**src/rtl/alu_ctrl_pkg.sv**
```systemverilog
// Shared types for the ALU sharing arbiter.
// Holds FSM state encoding and the packed ALU control bundle.
package alu_ctrl_pkg;

    typedef enum logic [1:0] {
        IDLE,
        EXEC,
        RESP
    } alu_arb_state_t;

    localparam int ALU_OP_W = 6;

    typedef struct packed {
        logic [2:0] sel;
        logic       addb;
        logic       rightb;
        logic       logicb;
    } alu_op_t;

endpackage

```
**src/rtl/alu_share_arbiter_rr.sv**
```systemverilog
// Combinational round-robin picker.
// Grants the first set request at or after ptr, scanning cyclically.
module rr_arbiter #(
    parameter int N = 4,
    localparam int IW = $clog2(N)
) (
    input  logic [N-1:0]  req,
    input  logic [IW-1:0] ptr,
    input  logic          en,
    output logic [N-1:0]  gnt,
    output logic [IW-1:0] gnt_idx
);

    always_comb begin
        int   j;
        logic found;
        gnt     = '0;
        gnt_idx = '0;
        found   = 1'b0;
        for (int k = 0; k < N; k++) begin
            j = int'(ptr) + k;
            if (j >= N) j = j - N;
            if (en && !found && req[j]) begin
                found   = 1'b1;
                gnt[j]  = 1'b1;
                gnt_idx = IW'(j);
            end
        end
    end

endmodule

```
**src/rtl/alu_share_arbiter.sv**
```systemverilog
// Shares one combinational ALU between NUM_REQ requesters.
// Round-robin grant, registered operands, registered result with response handshake.
module alu_share_arbiter
    import alu_ctrl_pkg::*;
#(
    parameter int NUM_REQ = 4,
    parameter int XLEN    = 32
) (
    input  logic                       clk,
    input  logic                       rst,
    input  logic [NUM_REQ-1:0]         req_valid,
    output logic [NUM_REQ-1:0]         req_ready,
    input  logic [NUM_REQ*XLEN-1:0]    req_a,
    input  logic [NUM_REQ*XLEN-1:0]    req_b,
    input  logic [NUM_REQ*ALU_OP_W-1:0] req_op,
    output logic [NUM_REQ-1:0]         rsp_valid,
    input  logic [NUM_REQ-1:0]         rsp_ready,
    output logic [XLEN-1:0]            rsp_data,
    output logic [XLEN-1:0]            alu_a,
    output logic [XLEN-1:0]            alu_b,
    output logic [2:0]                 alu_sel,
    output logic                       alu_addb,
    output logic                       alu_rightb,
    output logic                       alu_logicb,
    input  logic [XLEN-1:0]            alu_s,
    output logic                       busy
);

    localparam int IW = $clog2(NUM_REQ);

    alu_arb_state_t       state_q, state_d;
    logic [IW-1:0]        rr_ptr_q, rr_ptr_d;
    logic [IW-1:0]        owner_q, owner_d;
    logic [XLEN-1:0]      a_q, a_d, b_q, b_d;
    alu_op_t              op_q, op_d;
    logic [XLEN-1:0]      rsp_data_q, rsp_data_d;
    logic [NUM_REQ-1:0]   rsp_valid_q, rsp_valid_d;

    logic [XLEN-1:0]      a_arr  [NUM_REQ];
    logic [XLEN-1:0]      b_arr  [NUM_REQ];
    alu_op_t              op_arr [NUM_REQ];

    logic [NUM_REQ-1:0]   gnt;
    logic [IW-1:0]        gnt_idx;
    logic                 arb_en;
    logic                 any_gnt;

    for (genvar i = 0; i < NUM_REQ; i++) begin : g_unpack
        assign a_arr[i]  = req_a[i*XLEN +: XLEN];
        assign b_arr[i]  = req_b[i*XLEN +: XLEN];
        assign op_arr[i] = alu_op_t'(req_op[i*ALU_OP_W +: ALU_OP_W]);
    end

    // Granting is only possible from IDLE or on the response handshake.
    assign arb_en = (state_q == IDLE) ||
                    (state_q == RESP && rsp_ready[owner_q]);

    rr_arbiter #(.N(NUM_REQ)) u_rr (
        .req     (req_valid),
        .ptr     (rr_ptr_q),
        .en      (arb_en),
        .gnt     (gnt),
        .gnt_idx (gnt_idx)
    );

    assign any_gnt = |gnt;

    always_comb begin
        state_d     = state_q;
        rr_ptr_d    = rr_ptr_q;
        owner_d     = owner_q;
        a_d         = a_q;
        b_d         = b_q;
        op_d        = op_q;
        rsp_data_d  = rsp_data_q;
        rsp_valid_d = rsp_valid_q;
        unique case (state_q)
            IDLE: ;
            EXEC: begin
                rsp_data_d  = alu_s;
                rsp_valid_d = NUM_REQ'(1) << owner_q;
                state_d     = RESP;
            end
            RESP: begin
                if (rsp_ready[owner_q]) begin
                    rsp_valid_d = '0;
                    state_d     = IDLE;
                end
            end
            default: state_d = IDLE;
        endcase
        if (any_gnt) begin
            a_d      = a_arr[gnt_idx];
            b_d      = b_arr[gnt_idx];
            op_d     = op_arr[gnt_idx];
            owner_d  = gnt_idx;
            rr_ptr_d = (gnt_idx == IW'(NUM_REQ - 1)) ? '0 : gnt_idx + 1'b1;
            state_d  = EXEC;
        end
    end

    always_ff @(posedge clk or posedge rst) begin
        if (rst) begin
            state_q     <= IDLE;
            rr_ptr_q    <= '0;
            owner_q     <= '0;
            a_q         <= '0;
            b_q         <= '0;
            op_q        <= '0;
            rsp_data_q  <= '0;
            rsp_valid_q <= '0;
        end else begin
            state_q     <= state_d;
            rr_ptr_q    <= rr_ptr_d;
            owner_q     <= owner_d;
            a_q         <= a_d;
            b_q         <= b_d;
            op_q        <= op_d;
            rsp_data_q  <= rsp_data_d;
            rsp_valid_q <= rsp_valid_d;
        end
    end

    assign req_ready  = gnt;
    assign rsp_valid  = rsp_valid_q;
    assign rsp_data   = rsp_data_q;
    assign alu_a      = a_q;
    assign alu_b      = b_q;
    assign alu_sel    = op_q.sel;
    assign alu_addb   = op_q.addb;
    assign alu_rightb = op_q.rightb;
    assign alu_logicb = op_q.logicb;
    assign busy       = (state_q != IDLE);

endmodule

```
**config.mk**
```make
export PLATFORM = sky130hd
export DESIGN_NAME = alu_share_arbiter
export DESIGN_NICKNAME = d
export VERILOG_FILES = /design/src/rtl/alu_ctrl_pkg.sv /design/src/rtl/alu_share_arbiter_rr.sv /design/src/rtl/alu_share_arbiter.sv
export SDC_FILE = /design/constraint.sdc
export NUM_CORES = 1
export LEC_CHECK = 0
export ABC_AREA = 0
export CAP_MARGIN = 20
export CORE_AREA = 4 4 168 170
export DETAILED_ROUTE_END_ITERATION = 12
export DIE_AREA = 0 0 172 174
export GPL_ROUTABILITY_DRIVEN = 0
export GPL_TIMING_DRIVEN = 0
export PLACE_DENSITY_LB_ADDON = 0.25
export RECOVER_POWER = 25
export SLEW_MARGIN = 15
export SYNTH_ARGS = -nofsm -noshare
export SYNTH_HDL_FRONTEND = slang
export SYNTH_SLANG_ARGS = --single-unit
export TNS_END_PERCENT = 1
```
**constraint.sdc**
```tcl
create_clock -name clk -period 3.6 [get_ports clk]
set_input_delay 0.72 -clock clk [delete_from_list [all_inputs] [get_ports clk]]
set_output_delay 0.72 -clock clk [all_outputs]
set_load 0.005 [all_outputs]
```
==> impl_metrics.csv <==
group,metric,value,unit
floorplanning,fp.dieW,172,um
clock_network,ctsRootBufferMaster,"clkbuf_16",
floorplanning,io_pins,433,
placement,portBuffers,432,
clock_network,htree_num_levels,3,
logic_synthesis,yosys_warnings,0,
sta,hold_ws,0.473,ns
floorplanning,rows,60,
route,vias,5886,
route,drt_iter0_markers,220,
clock_network,cts-buffers-inserted,9,
route,first_pass_iters,4,
logic_synthesis,syn_inst,473,
route,drtAntennaViolNets,0,
logic_synthesis,ys_types,47,
clock_network,cts_hold_buf,0,
placement,hpwl,20900,um
clock_network,cts_buffer_depth,2,
power,fin_total_pwr,11.0,mW
worst_setup_path,critPathMaxStageDelay,0.56,ns
power,power.density,941,nW/um2
grt,grt_pass1_wl,37400,um
worst_setup_path,path_buf_inv,6,
route,drc,0,
worst_setup_path,cpMostUsedCell,"buf_4",
route,wirelength,25600,um
cells_and_area,final_nets,1263,
worst_setup_path,slowest_stage,"mux4_2",
clock_network,clock_sinks,112,
clock_network,insertion_delay,0.35,ns
worst_setup_path,rrSetupSlack,0.11,ns
sta,fmax,0.287,GHz
sta,rsz0062_at_grt,"yes",
status,violations,"max-capacitance violations, max-slew violations",
floorplanning,dieArea,29900,um2
sta,maxSlewHeadroom,-0.0901,
status,run_status,"complete, but fails checks",
route,wl_per_cell,20.0,um
worst_setup_path,end_kind,"flip-flop",
floorplanning,start_util,0.243,
logic_synthesis,syn_nets,803,
worst_setup_path,cp_top_family,"buffers and inverters",
worst_setup_path,worstPathRequired,3.83,ns
power,p_leak,4.72,nW
cells_and_area,mostFrequentLayoutCell,"clkdlybuf4s50_1",
cells_and_area,drive_above_1_share,0.235,
sta,finalHoldViolations,0,
sta,fin_setup_tns,0,ns
floorplanning,die_h,174,um
sta,fin_crit_sh,0.969,
clock_network,cts_tree,"done",
worst_setup_path,critPathLaunchType,"flip-flop",
clock_network,clkTransAtPathRegs,0.08,ns
logic_synthesis,avgSynthCellArea,13.7,um2
cells_and_area,area_delta_synth_final,80.6,%
worst_setup_path,crit_type,"flip-flop to flip-flop",
worst_setup_path,critPathMaxFanout,10,
power,peakVddDrop,0.388,mV
sta,setup_viol,0,
cells_and_area,fillers,2549,
sta,slew_violations,65,
grt,overflow,0,
logic_synthesis,ys_ff_latch,112,
sta,clock_skew,0.00942,ns
sta,min_period,3.49,ns
job,cap_violations,2,
grt,grt_max_degree,34,
sta,worst_pin_slew,1.64,ns
logic_synthesis,seq_area_frac_synth,0.431,
grt,grt_pass1_vias,6366,
route,via_per_inst,4.60,
worst_setup_path,path_cells,"clkinvlp_4 > ha_4 > mux4_2 > buf_4 > a32o_1 > a221o_1 > buf_4 > buf_4 > nor4_4 > buf_6 > buf_8 > mux2_2",
floorplanning,core_area,26700,um2
grt,gr-usage-all-layers,0.164,
grt,antenna_found_initial,6,
worst_setup_path,critPathArrivalTime,3.72,ns
worst_hold_path,hold_class,"flip-flop to flip-flop",
cells_and_area,final_cell_mix,"423 x clkdlybuf4s50_1, 110 x dfrtp_1, 101 x nand2_1",
logic_synthesis,synth_area,6500,um2
[worst register-to-register path: stages (launching register included)]
cell and delay [ns]:
dfrtp_2 0.40, clkinvlp_4 0.14, ha_4 0.34, mux4_2 0.56, buf_4 0.18, a32o_1 0.25, a221o_1 0.28, buf_4 0.14
buf_4 0.13, nor4_4 0.22, buf_6 0.22, buf_8 0.17, mux2_2 0.35
[through the flow]
| stage | cells | instance area, um2 | setup WS, ns | util |
|---|---|---|---|---|
| finish | 1279 | 11700 | 0.113 | 0.439 |
| global route | 1279 | 11700 | -0.00374 | 0.439 |
| detailed placement | 1249 | 11300 | -1.19 | 0.423 |
| CTS | 1276 | 11800 | 0.00213 | 0.440 |
| global placement | 1246 | 11300 | -1.20 | 0.421 |
| floorplan | 473 | 6500 | 0.0903 | - |
[synthesized netlist by cell type (all sizes together)]
cell type / number / area share
dfrtp: 112 / 0.43
nand2: 101 / 0.058
mux2: 76 / 0.13
mux4: 72 / 0.25
buf: 19 / 0.028
clkbuf: 15 / 0.0087
nor2: 9 / 0.0052
ha: 8 / 0.015
a32o: 7 / 0.011
inv: 7 / 0.0040
a221o: 4 / 0.0062
nand2b: 4 / 0.0038
a21oi: 3 / 0.0029
o21ai: 3 / 0.0023
mux2i: 2 / 0.0031
nor3: 2 / 0.0015
o22a: 2 / 0.0027
o22ai: 2 / 0.0029
o31ai: 2 / 0.0023
or2: 2 / 0.0019
a211oi: 1 / 0.0012
a22o: 1 / 0.0013
a2bb2oi: 1 / 0.0013
a311oi: 1 / 0.0013
and3: 1 / 0.00096
and4: 1 / 0.0013
clkinv: 1 / 0.00058
nand3: 1 / 0.00077
nand4b: 1 / 0.0013
nor2b: 1 / 0.00096
nor3b: 1 / 0.0012
nor4: 1 / 0.0033
o21bai: 1 / 0.0012
o221ai: 1 / 0.0013
o311ai: 1 / 0.0013
o31a: 1 / 0.0013
o41a: 1 / 0.0017
o41ai: 1 / 0.0013
or3: 1 / 0.00096
or4: 1 / 0.0012
xor2: 1 / 0.0013
[power by group]
group / internal (mW) / switching, mW / leakage [nW] / total (mW)
Sequential: 1.98 / 0.334 / 1.34 / 2.32
Combinational: 4.66 / 3.11 / 3.25 / 7.77
Clock: 0.473 / 0.488 / 0.136 / 0.961
[final timing paths]
| check | cells past startpoint | endpoint | start |
|---|---|---|---|
| worst max-delay path | 12 | alu_b[3]$_DFFE_PP0P_ | rr_ptr_q[1]$_DFFE_PP0P_ |
| worst min-delay path | 2 | rsp_data[23]$_DFFE_PP0P_ | rsp_data[23]$_DFFE_PP0P_ |
| worst max register to register | 12 | alu_b[3]$_DFFE_PP0P_ | rr_ptr_q[1]$_DFFE_PP0P_ |
| worst min register to register | 2 | rsp_data[23]$_DFFE_PP0P_ | rsp_data[23]$_DFFE_PP0P_ |
| max in group asynchronous | 3 | alu_b[2]$_DFFE_PP0P_ | rst |
| min in group asynchronous | 2 | alu_b[29]$_DFFE_PP0P_ | rst |
[routing by layer]
| layer | routed length, um | global-route usage | up-vias |
|---|---|---|---|
| met2 | 13400 | 0.301 | 258 |
| met4 | 303 | 0.0334 | 10 |
| met1 | 9480 | 0.184 | 2890 |
| met5 | 83 | 0 | - |
| li1 | - | - | 2700 |
| met3 | 2290 | 0.0559 | 28 |
[cell families after synthesis]
| kind of cell | Yosys count | synth area share |
|---|---|---|
| AO/OA/AOI/OAI | 33 | 0.0435 |
| XOR/XNOR | 1 | 0.00135 |
| adder cells (fa/ha/maj) | 8 | 0.0154 |
| buffers and inverters | 42 | 0.0414 |
| flip-flops | 112 | 0.431 |
| multiplexers | 150 | 0.385 |
| AND/OR/NAND/NOR | 127 | 0.0828 |
[sequential cells by signal, summed over array words and instances (netlist names)]
signal	count
alu_b	32
rsp_valid	4
alu_sel	3
state_q	2
alu_logicb	1
alu_a	32
owner_q	2
alu_addb	1
rr_ptr_q	2
rsp_data	32
alu_rightb	1
[layout make-up]
| class | instances | area, um2 | share of cell area |
|---|---|---|---|
| diodes | 1 | 2.50 | 0.000213 |
| plain buffers | 32 | 251 | 0.0214 |
| clock buffers | 9 | 225 | 0.0192 |
| clock inverters | 6 | 45.0 | 0.00384 |
| inverters | 8 | 40.0 | 0.00341 |
| multi-input cells | 319 | 3470 | 0.296 |
| flip-flops and latches | 112 | 2810 | 0.239 |
| well taps | 341 | 427 | 0.0363 |
| repair buffers | 451 | 4470 | 0.381 |
[timing repair]
action,4_1_cts,5_1_grt
gates resized for setup,35,5
pin swaps,5,4
buffers inserted,13,3
endpoints found under the setup margin,79,75
No activity file was read; power rests on OpenSTA's default activity.
